File: src/rtl/ram_ctrl_pkg.sv
// ram_ctrl_pkg: shared FSM encoding and default widths for ram_stream_ctrl
package ram_ctrl_pkg;
  localparam int ADDR_W_DEF = 20;
  localparam int LEN_W_DEF = 21;
  typedef enum logic [2:0] {IDLE, WRITE, READ, DRAIN, DONE} state_e;
endpackage

File: src/rtl/ram_stream_ctrl_skid.sv
// ram_rd_skid: 2-entry FIFO holding RAM read data for the out_* stream
// Ports: clk, rst_n (sync, active-low); push/din write side; pop/head read side; count = occupancy 0..2.
module ram_rd_skid #(
  parameter int N_BITS = 64
) (
  input  logic              clk,
  input  logic              rst_n,
  input  logic              push,
  input  logic              pop,
  input  logic [N_BITS-1:0] din,
  output logic [1:0]        count,
  output logic [N_BITS-1:0] head
);
  logic [N_BITS-1:0] mem_q [2];
  logic [N_BITS-1:0] mem_d [2];
  logic wr_q, wr_d, rd_q, rd_d;
  logic [1:0] count_q, count_d;
  always_comb begin
    mem_d = mem_q;
    mem_d[wr_q] = push ? din : mem_q[wr_q];
    wr_d = wr_q ^ push;
    rd_d = rd_q ^ pop;
    count_d = count_q + {1'b0, push} - {1'b0, pop};
  end
  always_ff @(posedge clk) begin
    if (!rst_n) begin
      mem_q <= '{default: '0};
      wr_q <= 1'b0;
      rd_q <= 1'b0;
      count_q <= 2'd0;
    end else begin
      mem_q <= mem_d;
      wr_q <= wr_d;
      rd_q <= rd_d;
      count_q <= count_d;
    end
  end
  assign count = count_q;
  assign head = mem_q[rd_q];
endmodule

File: src/rtl/ram_stream_ctrl.sv
// ram_stream_ctrl: valid/ready stream <-> single-port ram_block initiator (WRITE, or READ via skid buffer)
// Optional feature macro RAM_CTRL_BOUNDS_CHECK_EN: base_addr+length > SIZE_N raises sticky err and skips the transfer.
// Ports: clk, rst_n (sync, active-low); start_wr/start_rd/base_addr/length start a transfer;
//   in_data/in_valid/in_ready write stream; out_data/out_valid/out_ready read stream;
//   busy/done/err status; ram_rw/ram_addr/ram_wdata/ram_rdata connect to ram_block.
module ram_stream_ctrl
  import ram_ctrl_pkg::*;
#(
  parameter int SIZE_N = 8,
  parameter int N_BITS = 64,
  parameter int ADDR_W = ADDR_W_DEF,
  parameter int LEN_W = LEN_W_DEF
) (
  input  logic              clk,
  input  logic              rst_n,
  input  logic              start_wr,
  input  logic              start_rd,
  input  logic [ADDR_W-1:0] base_addr,
  input  logic [LEN_W-1:0]  length,
  input  logic [N_BITS-1:0] in_data,
  input  logic              in_valid,
  output logic              in_ready,
  output logic [N_BITS-1:0] out_data,
  output logic              out_valid,
  input  logic              out_ready,
  output logic              busy,
  output logic              done,
  output logic              err,
  output logic              ram_rw,
  output logic [ADDR_W-1:0] ram_addr,
  output logic [N_BITS-1:0] ram_wdata,
  input  logic [N_BITS-1:0] ram_rdata
);
`ifdef RAM_CTRL_BOUNDS_CHECK_EN
  localparam bit BOUNDS_EN = 1'b1;
`else
  localparam bit BOUNDS_EN = 1'b0;
`endif
  state_e state_q, state_d;
  logic [ADDR_W-1:0] base_q, base_d, ram_addr_q, ram_addr_d;
  logic [LEN_W-1:0] len_q, len_d, idx_q, idx_d, idx_n;
  logic [N_BITS-1:0] ram_wdata_q, ram_wdata_d;
  logic ram_rw_q, ram_rw_d, done_q, done_d, err_q, err_d;
  logic iss_q, iss_d, pend_q, pend_d;
  logic [1:0] count, cnt_next;
  logic push, pop, go, bad;
  // A word left on ram_rdata (pend_q) stays valid while ram_addr is held, so the RAM output
  // register acts as a third slot; a read is issued only if the skid will have room next cycle.
  always_comb begin
    pop = out_valid & out_ready;
    push = pend_q & ((count != 2'd2) | pop);
    cnt_next = count - {1'b0, pop} + {1'b0, push};
    go = (state_q == IDLE) & (start_wr | start_rd);
    bad = BOUNDS_EN & go & ((64'(base_addr) + 64'(length)) > 64'(SIZE_N));
    idx_n = idx_q + LEN_W'(1);
    state_d = state_q;
    base_d = base_q;
    len_d = len_q;
    idx_d = idx_q;
    err_d = err_q;
    ram_rw_d = 1'b0;
    ram_addr_d = ram_addr_q;
    ram_wdata_d = ram_wdata_q;
    iss_d = 1'b0;
    done_d = state_q == DONE;
    case (state_q)
      IDLE: if (go) begin
        base_d = base_addr;
        len_d = length;
        err_d = bad;
        iss_d = !start_wr && !bad && length != '0;
        idx_d = LEN_W'(iss_d);
        ram_addr_d = iss_d ? base_addr : ram_addr_q;
        state_d = (bad || length == '0) ? DONE : start_wr ? WRITE : (length == LEN_W'(1)) ? DRAIN : READ;
      end
      WRITE: if (in_valid) begin
        ram_rw_d = 1'b1;
        ram_addr_d = base_q + ADDR_W'(idx_q);
        ram_wdata_d = in_data;
        idx_d = idx_n;
        state_d = (idx_n == len_q) ? DONE : WRITE;
      end
      READ: if (cnt_next < 2'd2) begin
        iss_d = 1'b1;
        ram_addr_d = base_q + ADDR_W'(idx_q);
        idx_d = idx_n;
        state_d = (idx_n == len_q) ? DRAIN : READ;
      end
      DRAIN: state_d = (!iss_q && !pend_q && count == 2'd0) ? DONE : DRAIN;
      DONE: begin
        idx_d = '0;
        state_d = IDLE;
      end
      default: state_d = IDLE;
    endcase
    pend_d = iss_q | (pend_q & ~push);
  end
  always_ff @(posedge clk) begin
    if (!rst_n) begin
      state_q <= IDLE;
      base_q <= '0;
      len_q <= '0;
      idx_q <= '0;
      err_q <= 1'b0;
      ram_rw_q <= 1'b0;
      ram_addr_q <= '0;
      ram_wdata_q <= '0;
      iss_q <= 1'b0;
      pend_q <= 1'b0;
      done_q <= 1'b0;
    end else begin
      state_q <= state_d;
      base_q <= base_d;
      len_q <= len_d;
      idx_q <= idx_d;
      err_q <= err_d;
      ram_rw_q <= ram_rw_d;
      ram_addr_q <= ram_addr_d;
      ram_wdata_q <= ram_wdata_d;
      iss_q <= iss_d;
      pend_q <= pend_d;
      done_q <= done_d;
    end
  end
  ram_rd_skid #(.N_BITS(N_BITS)) u_skid (
    .clk(clk),
    .rst_n(rst_n),
    .push(push),
    .pop(pop),
    .din(ram_rdata),
    .count(count),
    .head(out_data)
  );
  assign in_ready = state_q == WRITE;
  assign out_valid = count != 2'd0;
  assign busy = (state_q != IDLE) | done_q;
  assign done = done_q;
  assign err = err_q;
  assign ram_rw = ram_rw_q;
  assign ram_addr = ram_addr_q;
  assign ram_wdata = ram_wdata_q;
endmodule

File: config.mk
export PLATFORM = sky130hd
export DESIGN_NAME = ram_stream_ctrl
export DESIGN_NICKNAME = d
export VERILOG_FILES = /design/src/rtl/ram_ctrl_pkg.sv /design/src/rtl/ram_stream_ctrl_skid.sv /design/src/rtl/ram_stream_ctrl.sv
export SDC_FILE = /design/constraint.sdc
export NUM_CORES = 1
export LEC_CHECK = 0
export ABC_AREA = 1
export CAP_MARGIN = 20
export CORE_MARGIN = 10
export CORE_UTILIZATION = 45
export CTS_CLUSTER_DIAMETER = 40
export CTS_CLUSTER_SIZE = 20
export DETAILED_ROUTE_END_ITERATION = 6
export PLACE_DENSITY = 0.79
export SETUP_SLACK_MARGIN = 0.1
export SKIP_LAST_GASP = 1
export SLEW_MARGIN = 20
export SYNTH_ARGS = -nofsm -noshare
export SYNTH_HDL_FRONTEND = slang
export SYNTH_SLANG_ARGS = --single-unit
File: constraint.sdc
create_clock -name clk -period 2.82 [get_ports clk]
set_input_delay 0.423 -clock clk [delete_from_list [all_inputs] [get_ports clk]]
set_output_delay 0.423 -clock clk [all_outputs]
set_load 0.01 [all_outputs]
# --- Word-level counts from Yosys, hierarchy flattened ---
# Cells that the tools add are included.
# W data, S select, Z words.
word_totals:
  ff_bits: 285
  input_bits: 175
  output_inout_bits: 154
  elab_cells: 103
classes:
  add_sub_neg: 6
  magnitude_cmp: 4
  eq_ne: 11
  muxes: 33
  bitwise: 13
  reduce_logical: 21
op_table:
  columns: ["op", "n"]
  rows:
  - ["$mux W64", 8]
  - ["$bwmux W128", 1]
  - ["$pmux W21 S4", 1]
  - ["$mux W20", 4]
  - ["$demux W64 S1", 1]
  - ["$mux W21", 3]
  - ["$pmux W20 S3", 1]
  - ["$add A21 B1 Y21 const B", 1]
  - ["$eq A21 B1 Y1 const B", 1]
  - ["$eq A21 B21 Y1", 1]
  - ["$logic_not A21 Y1", 1]
  - ["$reduce_bool A21 Y1", 1]
  - ["$add A20 B20 Y20", 1]
  - ["$mux W3", 6]
  - ["$pmux W3 S4", 1]
  - ["$ne A2 B2 Y1 const B", 4]
  - ["$eq A3 B2 Y1 const B", 2]
  - ["$reduce_and A2 Y1", 3]
  - ["$reduce_bool A3 Y1", 2]
  - ["$mux W1", 5]
  - ["$reduce_and A5 Y1", 1]
  - ["$add A2 B1 Y2", 2]
  - ["$and A1 B1 Y1", 4]
  - ["$ge A2 B2 Y1 const B", 2]
  - ["other kinds (20)", 31]

# --- Longest topological paths before layout ---
# Gate-level depths: netlist of the first run.
logic_depth:
  word_depth: 8
  ltp_mapped: 18
  ltp_nobuf: 17

# --- By module ---
# A second synthesis of the first run with hierarchy kept.
hier_totals:
  hier_cells: 1999
  hier_area_um2: 14291.2
by_module_without_submodules:
  columns: ["mod", "n_inst", "cells_each", "area_per_inst_um2", "seq_area_each_um2"]
  rows:
  - ["ram_stream_ctrl", 1, 1132, 7684.9, 3062.9]
  - ["ram_rd_skid", 1, 867, 6606.3, 2642.5]

# --- Worst setup path before layout of the first run ---
# OpenSTA, ideal clock, no wires.
synth_path:
  path_kind: "input to register"
  from: "input out_ready"
  to: "register idx_q[20]"
  setup_time_ns: 0.071
  t_arrival_ns: 2.718
  t_required_ns: 2.749
  path_slack_ns: 0.031
  path_stages: 17
  path_buffers: 3
  path_cell_list: "inv_1 nand3_1 nand2_1 clkbuf_1 clkbuf_1 inv_1 ha_1 xor2_1 xor2_1 nand2_1 nand3_1 inv_1 nand2_1 nor2_2 buf_2 nand3_1 a21oi_1"
synth_via:
  elab_chain_cells: 7
  elab_cells_between_ends: 8
  cone_classes: "add/sub (2); order compare (1); eq/ne (1); bitwise (3); reduce/logical (1)"
synth_rtl:
  columns: ["element", "line", "rtl"]
  rows:
  - ["from (decl)", "ram_stream_ctrl.sv:25", "input logic out_ready,"]
  - ["$and A1 B1 Y1 (*)", "ram_stream_ctrl.sv:50", "pop = out_valid & out_ready;"]
  - ["branches (longest 2 deep; another with $sub A2 B1 Y2)", null, null]
  - ["$add A2 B1 Y2 (*)", "ram_stream_ctrl.sv:52", "cnt_next = count - {1'b0, pop} + {1'b0, push};"]
  - ["$lt A2 B2 Y1 (*)", "ram_stream_ctrl.sv:83", "READ: if (cnt_next < 2'd2) begin"]
  - ["$ne A2 B2 Y1 (no source line) (*)", null, null]
  - ["$reduce_and A4 Y1 (no source line) (*)", null, null]
  - ["to (signal assigned)", "ram_stream_ctrl.sv:115", "idx_q <= idx_d;"]
  - ["to (decl)", "ram_stream_ctrl.sv:41", "logic [LEN_W-1:0] len_q, len_d, idx_q, idx_d, idx_n;"]
# Mark *: on every way between the ends.
# A chain may end at the register's enable or synchronous reset.

# --- Worst setup path after layout of the first run ---
layout_path:
  from: "register u_skid.rd_q"
  to: "output out_data[58]"
layout_via:
  elab_chain_cells: 4
layout_rtl:
  columns: ["element", "line", "rtl"]
  rows:
  - ["from (decl)", "ram_stream_ctrl_skid.sv:16", "logic wr_q, wr_d, rd_q, rd_d;"]
  - ["from (signal assigned)", "ram_stream_ctrl_skid.sv:34", "rd_q <= rd_d;"]
  - ["$not A1 Y2 (implied by the code)", "ram_stream_ctrl_skid.sv:39", "assign head = mem_q[rd_q];"]
  - ["$mux W64 (implied by the code) (3 in series)", "ram_stream_ctrl_skid.sv:39", null]
  - ["to (decl)", "ram_stream_ctrl.sv:23", "output logic [N_BITS-1:0] out_data,"]
# No other way between the ends. The select of a mux whose other input is x is not followed.

==> metrics, run 1 <==
outcome complete, no violations; Worst Reg-to-Reg Cells 14; VDD IR max around 570 uV; Bufs on Longest Clock Path 3; share of cells above drive strength 1 0.0658; Max Cap Viol 0; core area 32,500 um^2; Commonest cells post-synth 470 x nand2_1, 285 x dfxtp_1, 282 x inv_1; register area share after synthesis 0.386; Worst EP arrival 2.18 ns; post-synth top area share 0.386; die width 201 um; highest-delay cell along the critical path clkdlybuf4s50_1; pwr dens 828 nW/um^2; worst path required time 2.40 ns; RSZ-0062 raised after global routing no; Synth Area in Compound Gates 0.212; crit path from u_skid.rd_q; Setup violations, final 0; TritonRoute pass-1 iters 6; highest fanout seen on the critical path 16; number of remaining DRC errors 0; hpwl dp 35,300 um; Routed WL per cell 16.6 um; worst skew pair latency about 0.57 ns; Slew @ Worst Pin between 1 and 1.5 ns; Worst path depth 3; relative slew slack 0.292; Post-Synthesis Cell Area ~15,000 um^2; Tightest Hold Check Type in2reg; final worst slack between 0.2 and 0.25 ns; reg2reg end ram_addr[4]; total grt overflow 0; yosys warns 0; final hold viol count 0; CTS tree built; Yosys reg bits approximately 290; top-count cell post-synth nand2_1; via-per-instance ratio 5.30; NumNets Final between 2,000 and 3,000; initial antenna violation count 7; initial core utilization 0.455; full die area 40,500 um^2; area of placed instances about 18,000 um^2; Avg Cell Area, Syn ~6.5 um^2; largest family of logic cells by synthesized area simple AND/OR/NAND/NOR gates; minimum clock period 2.60 ns; largest net degree at the start of global routing 257; IO buf count 327; DP Cell Count 2,953; GRT Total Usage 0.237; Crit Path Class reg2out; Setup Skew between 0.02 and 0.025 ns; CTS Buf Count 46; Post-synth EDFFs 0; ANT nets after route 0; period utilization 0.923; Simple-Gate Fraction of Synth Area 0.262; count of cell types in the netlist 44; CP endpoint out_data[58]; fin cells 3,046; Clk pin slew, worst setup/hold paths 0.05 ns; gate count of the mapped netlist 2,286; Worst path max stage delay 0.62 ns; global placer's final weighted congestion around 0.92; CTS root buf clkbuf_16; prevailing post-synth register cell dfxtp_1; synth top area cells dfxtp_1 39%, nand2_1 12%, o21ai_0 9.0%; Post-Route WL 50,400 um; Reg2Reg Launch Point u_skid.count[1]; WP buf/inv 2; xor/xnor share of the synthesized area 0.00948; DRT iter0 DRCs 1,204; FF-to-FF setup slack 0.34 ns; final instance area about 20,000 um^2; Critical Path Start Type flip-flop; area grow syn2layout 36.7%; Max Freq 384 MHz; H-tree lvl count 2; ys async rst share 0; Synth Area in Adders 0.0200; clock sinks 285; Syn Nets between 2,000 and 2,500; mux share of post-synthesis cell area 0; DP Worst Slack -0.189 ns; CP delay by family, top buffers and inverters; number of global-route vias before repair 15,600; leading area contributor after synthesis dfxtp_1; IO Count 329; Cell Rows 66; first-pass GRT wire length 80,400 um; Die H 201 um; P_leak 8.59 nW; Vias 16,100; element type at the critical path end primary output; Final Max Slew Viols 0; crit-path cells buf_8, o21ai_0, clkdlybuf4s50_1
## per-stage QoR
| stage | hold slack [ns] | power, mW | utilization | setup TNS [ns] |
|---|---|---|---|---|
| 2_1_floorplan | 0.428 | 8.32 | - | 0 |
| 3_3_place_gp | 0.441 | 10.5 | 0.570 | -2.54 |
| 3_5_place_dp | 0.445 | 10.7 | 0.570 | -4.74 |
| 4_1_cts | 0.194 | 16.7 | 0.621 | 0 |
| 5_1_grt | 0.232 | 17.6 | 0.622 | 0 |
| 6_report | 0.214 | 16.7 | 0.622 | 0 |
## what timing repair did
item	CTS	global route
gates resized for setup	0	9
endpoints found under the hold margin	0	0
pin swaps	0	0
buffers inserted	2	0
hold buffers	0	0
cloned	0	0
endpoints found under the setup margin	36	13
## cell type report
class                           count  area [um^2]
Fill cell                        2851        12300
Multi-Input combinational cell   1570         7490
Clock buffer                       57         1240
Antenna cell                        5         12.5
Sequential cell                   285         5710
Timing Repair Buffer              372         3720
Inverter                          286         1080
Tap cell                          442          553
Clock inverter                     29          388
## cell usage in the layout, fill, tap and decap left out, types with 4 or more instances in the layout
master           synthesis  routed
nand2_1                470     467
clkdlybuf4s50_1          0     325
dfxtp_1                285     282
inv_1                  282     280
nor2_1                 271     270
o21ai_0                266     264
a21oi_1                236     235
nand3_1                143     143
a31oi_1                 71      71
clkbuf_16                0      46
buf_4                    3      36
ha_1                    22      22
nand4_1                 13      13
xor2_1                  10      10
nand2_2                  5       7
nor2_2                   7       7
nor2_4                   6       7
bufinv_16                0       7
clkinv_4                 0       7
buf_12                   0       7
inv_6                    0       6
xnor2_1                  6       6
clkbuf_1               125       6
diode_2                  0       5
clkinv_2                 0       5
clkbuf_8                 0       5
a211oi_1                 4       4
nor4_1                   4       4
nor3_1                   4       4
or2_2                    4       4
clkinvlp_4               0       4
## worst min-delay path by stage
stage,slack [ns],cells after the start,endpoint,from
after CTS,0.19,4,state_q[0],in_valid
after global routing,0.23,4,state_q[0],in_valid
final,0.21,4,state_q[0],in_valid
after floorplan,0.43,2,base_q[13],base_q[13]
after detailed placement,0.45,2,base_q[12],base_q[12]
after global placement,0.44,2,base_q[12],base_q[12]
## worst min-delay path, stage by stage
cell     delay (ns)
buf_2          0.11
nor2_1         0.05
inv_1          0.08
a21oi_2        0.06
## sequential cells by signal, summed over array words and instances (netlist names)
| register | count |
|---|---|
| idx_q | 21 |
| ram_wdata | 64 |
| u_skid.mem_q | 128 |
| iss_q | 1 |
| ram_addr | 20 |
| done | 1 |
| u_skid.wr_q | 1 |
| ram_rw | 1 |
| pend_q | 1 |
| base_q | 20 |
| u_skid.count | 2 |
| u_skid.rd_q | 1 |
| state_q | 3 |
| len_q | 21 |
## logic make-up after synthesis
family                     count (synthesis)
AOI/OAI and AO/OA                        594
xor gates and xnor gates                  16
adders and majority gates                 23
buffers and inverters                    431
DFF                                      285
other                                      1
and+or+nand+nor                          936
## power by group
part	switching [mW]	internal, mW
combinational	3.28	2.25
sequential	0.489	4.76
clock	2.12	3.81
## layer usage
layer  vias to the layer above  part of all wire  track usage
li1                       7962                 -            -
met1                      7477              0.40        0.274
met2                       578              0.47        0.392
met3                       125             0.085       0.0708
met4                         4             0.044        0.117
met5                         -           0.00044            0
No activity file was read; power rests on OpenSTA's default activity.
==> run 2, diff against run 1 <==
==> constraint.sdc (replaced) <==
create_clock -name clk -period 2.82 [get_ports clk]
set_input_delay 0.282 -clock clk [delete_from_list [all_inputs] [get_ports clk]]
set_output_delay 0.282 -clock clk [all_outputs]
set_load 0.01 [all_outputs]
==> metrics, run 2 (synthesis gave the netlist of run 1 again) <==
IO Count 329; period utilization 0.916; CTS tree built; Critical Path Start Type flip-flop; area grow syn2layout 37.1%; hold path start in_valid; Routed WL per cell 16.2 um; minimum clock period 2.58 ns; Reg2Reg Launch Point idx_q[3]; final hold viol count 0; DRT iter0 DRCs 1,173; H-tree lvl count 2; Slew @ Worst Pin 0.965 ns; highest fanout seen on the critical path 29; outcome complete, no violations; Fillers 2,863; Fin Setup TNS 0 ns; FF-to-FF setup slack 0.30 ns; clock sinks 285; ANT nets after route 0; share of cells above drive strength 1 0.0643; CTS Buf Count 49; Max Cap Viol 0; VDD IR max 897 uV; number of global-route vias before repair 15,500; fin cells around 3,000; DP Cell Count 2,950; global placer's final weighted congestion about 0.87; worst skew pair latency 0.54 ns; pwr dens 839 nW/um^2; relative slew slack 0.357; P_leak between 8 and 9 nW; RSZ-0062 raised after global routing no; number of remaining DRC errors 0; full die area 40,500 um^2; TritonRoute pass-1 iters 6; Worst EP arrival between 2 and 2.5 ns; element type at the critical path end primary output; Crit Path Class reg2out; IO buf count 327; first-pass GRT wire length slightly below 80,000 um; Vias 16,000; Cell Rows 66; most frequent cells in the layout 468 x nand2_1, 325 x clkdlybuf4s50_1, 282 x dfxtp_1; Setup violations, final 0; crit path from u_skid.rd_q; via-per-instance ratio 5.27; NumNets Final 2,758; core area 32,500 um^2; Max Freq 387 MHz; Final Max Slew Viols 0; most common cell after layout, fill and taps aside nand2_1; max FFs per register 128; GRT Total Usage 0.232; initial antenna violation count 5; CTS root buf clkbuf_16; hpwl dp 34,500 um; Setup Skew around 0.019 ns; largest net degree at the start of global routing 257; total grt overflow 0; Tightest Hold Check Type in2reg; die width around 200 um; Top reg by flops u_skid.mem_q; Clk pin slew, worst setup/hold paths approximately 0.05 ns; Die H 201 um; Bufs on Longest Clock Path 3; utilization after layout 0.624; Post-Route WL just under 50,000 um; initial core utilization 0.455; worst path required time 2.54 ns
[run 2: cell types whose count changed in the layout (fill, tap and decap cells not counted), sizes merged]
cell      change
diode         -1
clkinvlp      +6
inv           -2
clkinv        -6
buf           -4
clkbuf        +2
bufinv        +3
[run 2: cell type report]
class,count,area [um^2],share of cell area
multi-input combinational,1570,7470,0.369
sequential,285,5710,0.282
timing repair buffer,368,3680,0.182
clock buffer,59,1300,0.0644
inverter,286,1080,0.0533
tap,442,553,0.0273
clock inverter,30,445,0.0220
antenna,4,10.0,0.000494
[run 2: report_power, final]
| part | internal (mW) | switching, mW | total, mW | leakage (nW) |
|---|---|---|---|---|
| sequential | 4.76 | 0.487 | 5.25 | 2.32 |
| combinational | 2.20 | 3.22 | 5.41 | 5.46 |
| clock | 4.22 | 2.10 | 6.32 | 0.827 |
[run 2: metal layers]
metal,track usage,vias up,part of all wire
met1,0.278,7444,0.41
met2,0.392,543,0.48
li1,-,7957,-
met5,0,-,0.00045
met4,0.0770,4,0.027
met3,0.0651,92,0.084
[run 2: path summary, 6_finish.rpt]
kind / endpoint / depth (start not counted)
min: state_q[0] / 4
max reg2reg: ram_addr[16] / 11
min reg2reg: base_q[17] / 2
max: out_data[18] / 4
[run 2: worst max-delay path, cell delays in order (launching register included)]
cell and delay, ns:
dfxtp_4 0.59, buf_4 0.35, nand2_1 0.08, o21ai_0 0.14, clkdlybuf4s50_1 0.61
[run 2: what timing repair did]
item / 4_1_cts / 5_1_grt
gates cloned: 0 / 0
hold buffers: 0 / 0
endpoints found under the setup margin: 3 / 15
resized for setup: 0 / 2
buffers inserted: 1 / 0
[run 2: stage by stage]
| step | hold slack, ns | area (um^2) | power, mW | setup slack, ns |
|---|---|---|---|---|
| 2_1_floorplan | 0.428 | 14800 | 8.31 | 0.154 |
| 6_report | 0.117 | 20300 | 17.0 | 0.237 |
| 5_1_grt | 0.151 | 20300 | 17.9 | 0.111 |
| 3_3_place_gp | 0.440 | 18500 | 10.5 | -0.0416 |
| 3_5_place_dp | 0.444 | 18500 | 10.6 | -0.130 |
| 4_1_cts | 0.106 | 20200 | 17.1 | 0.191 |
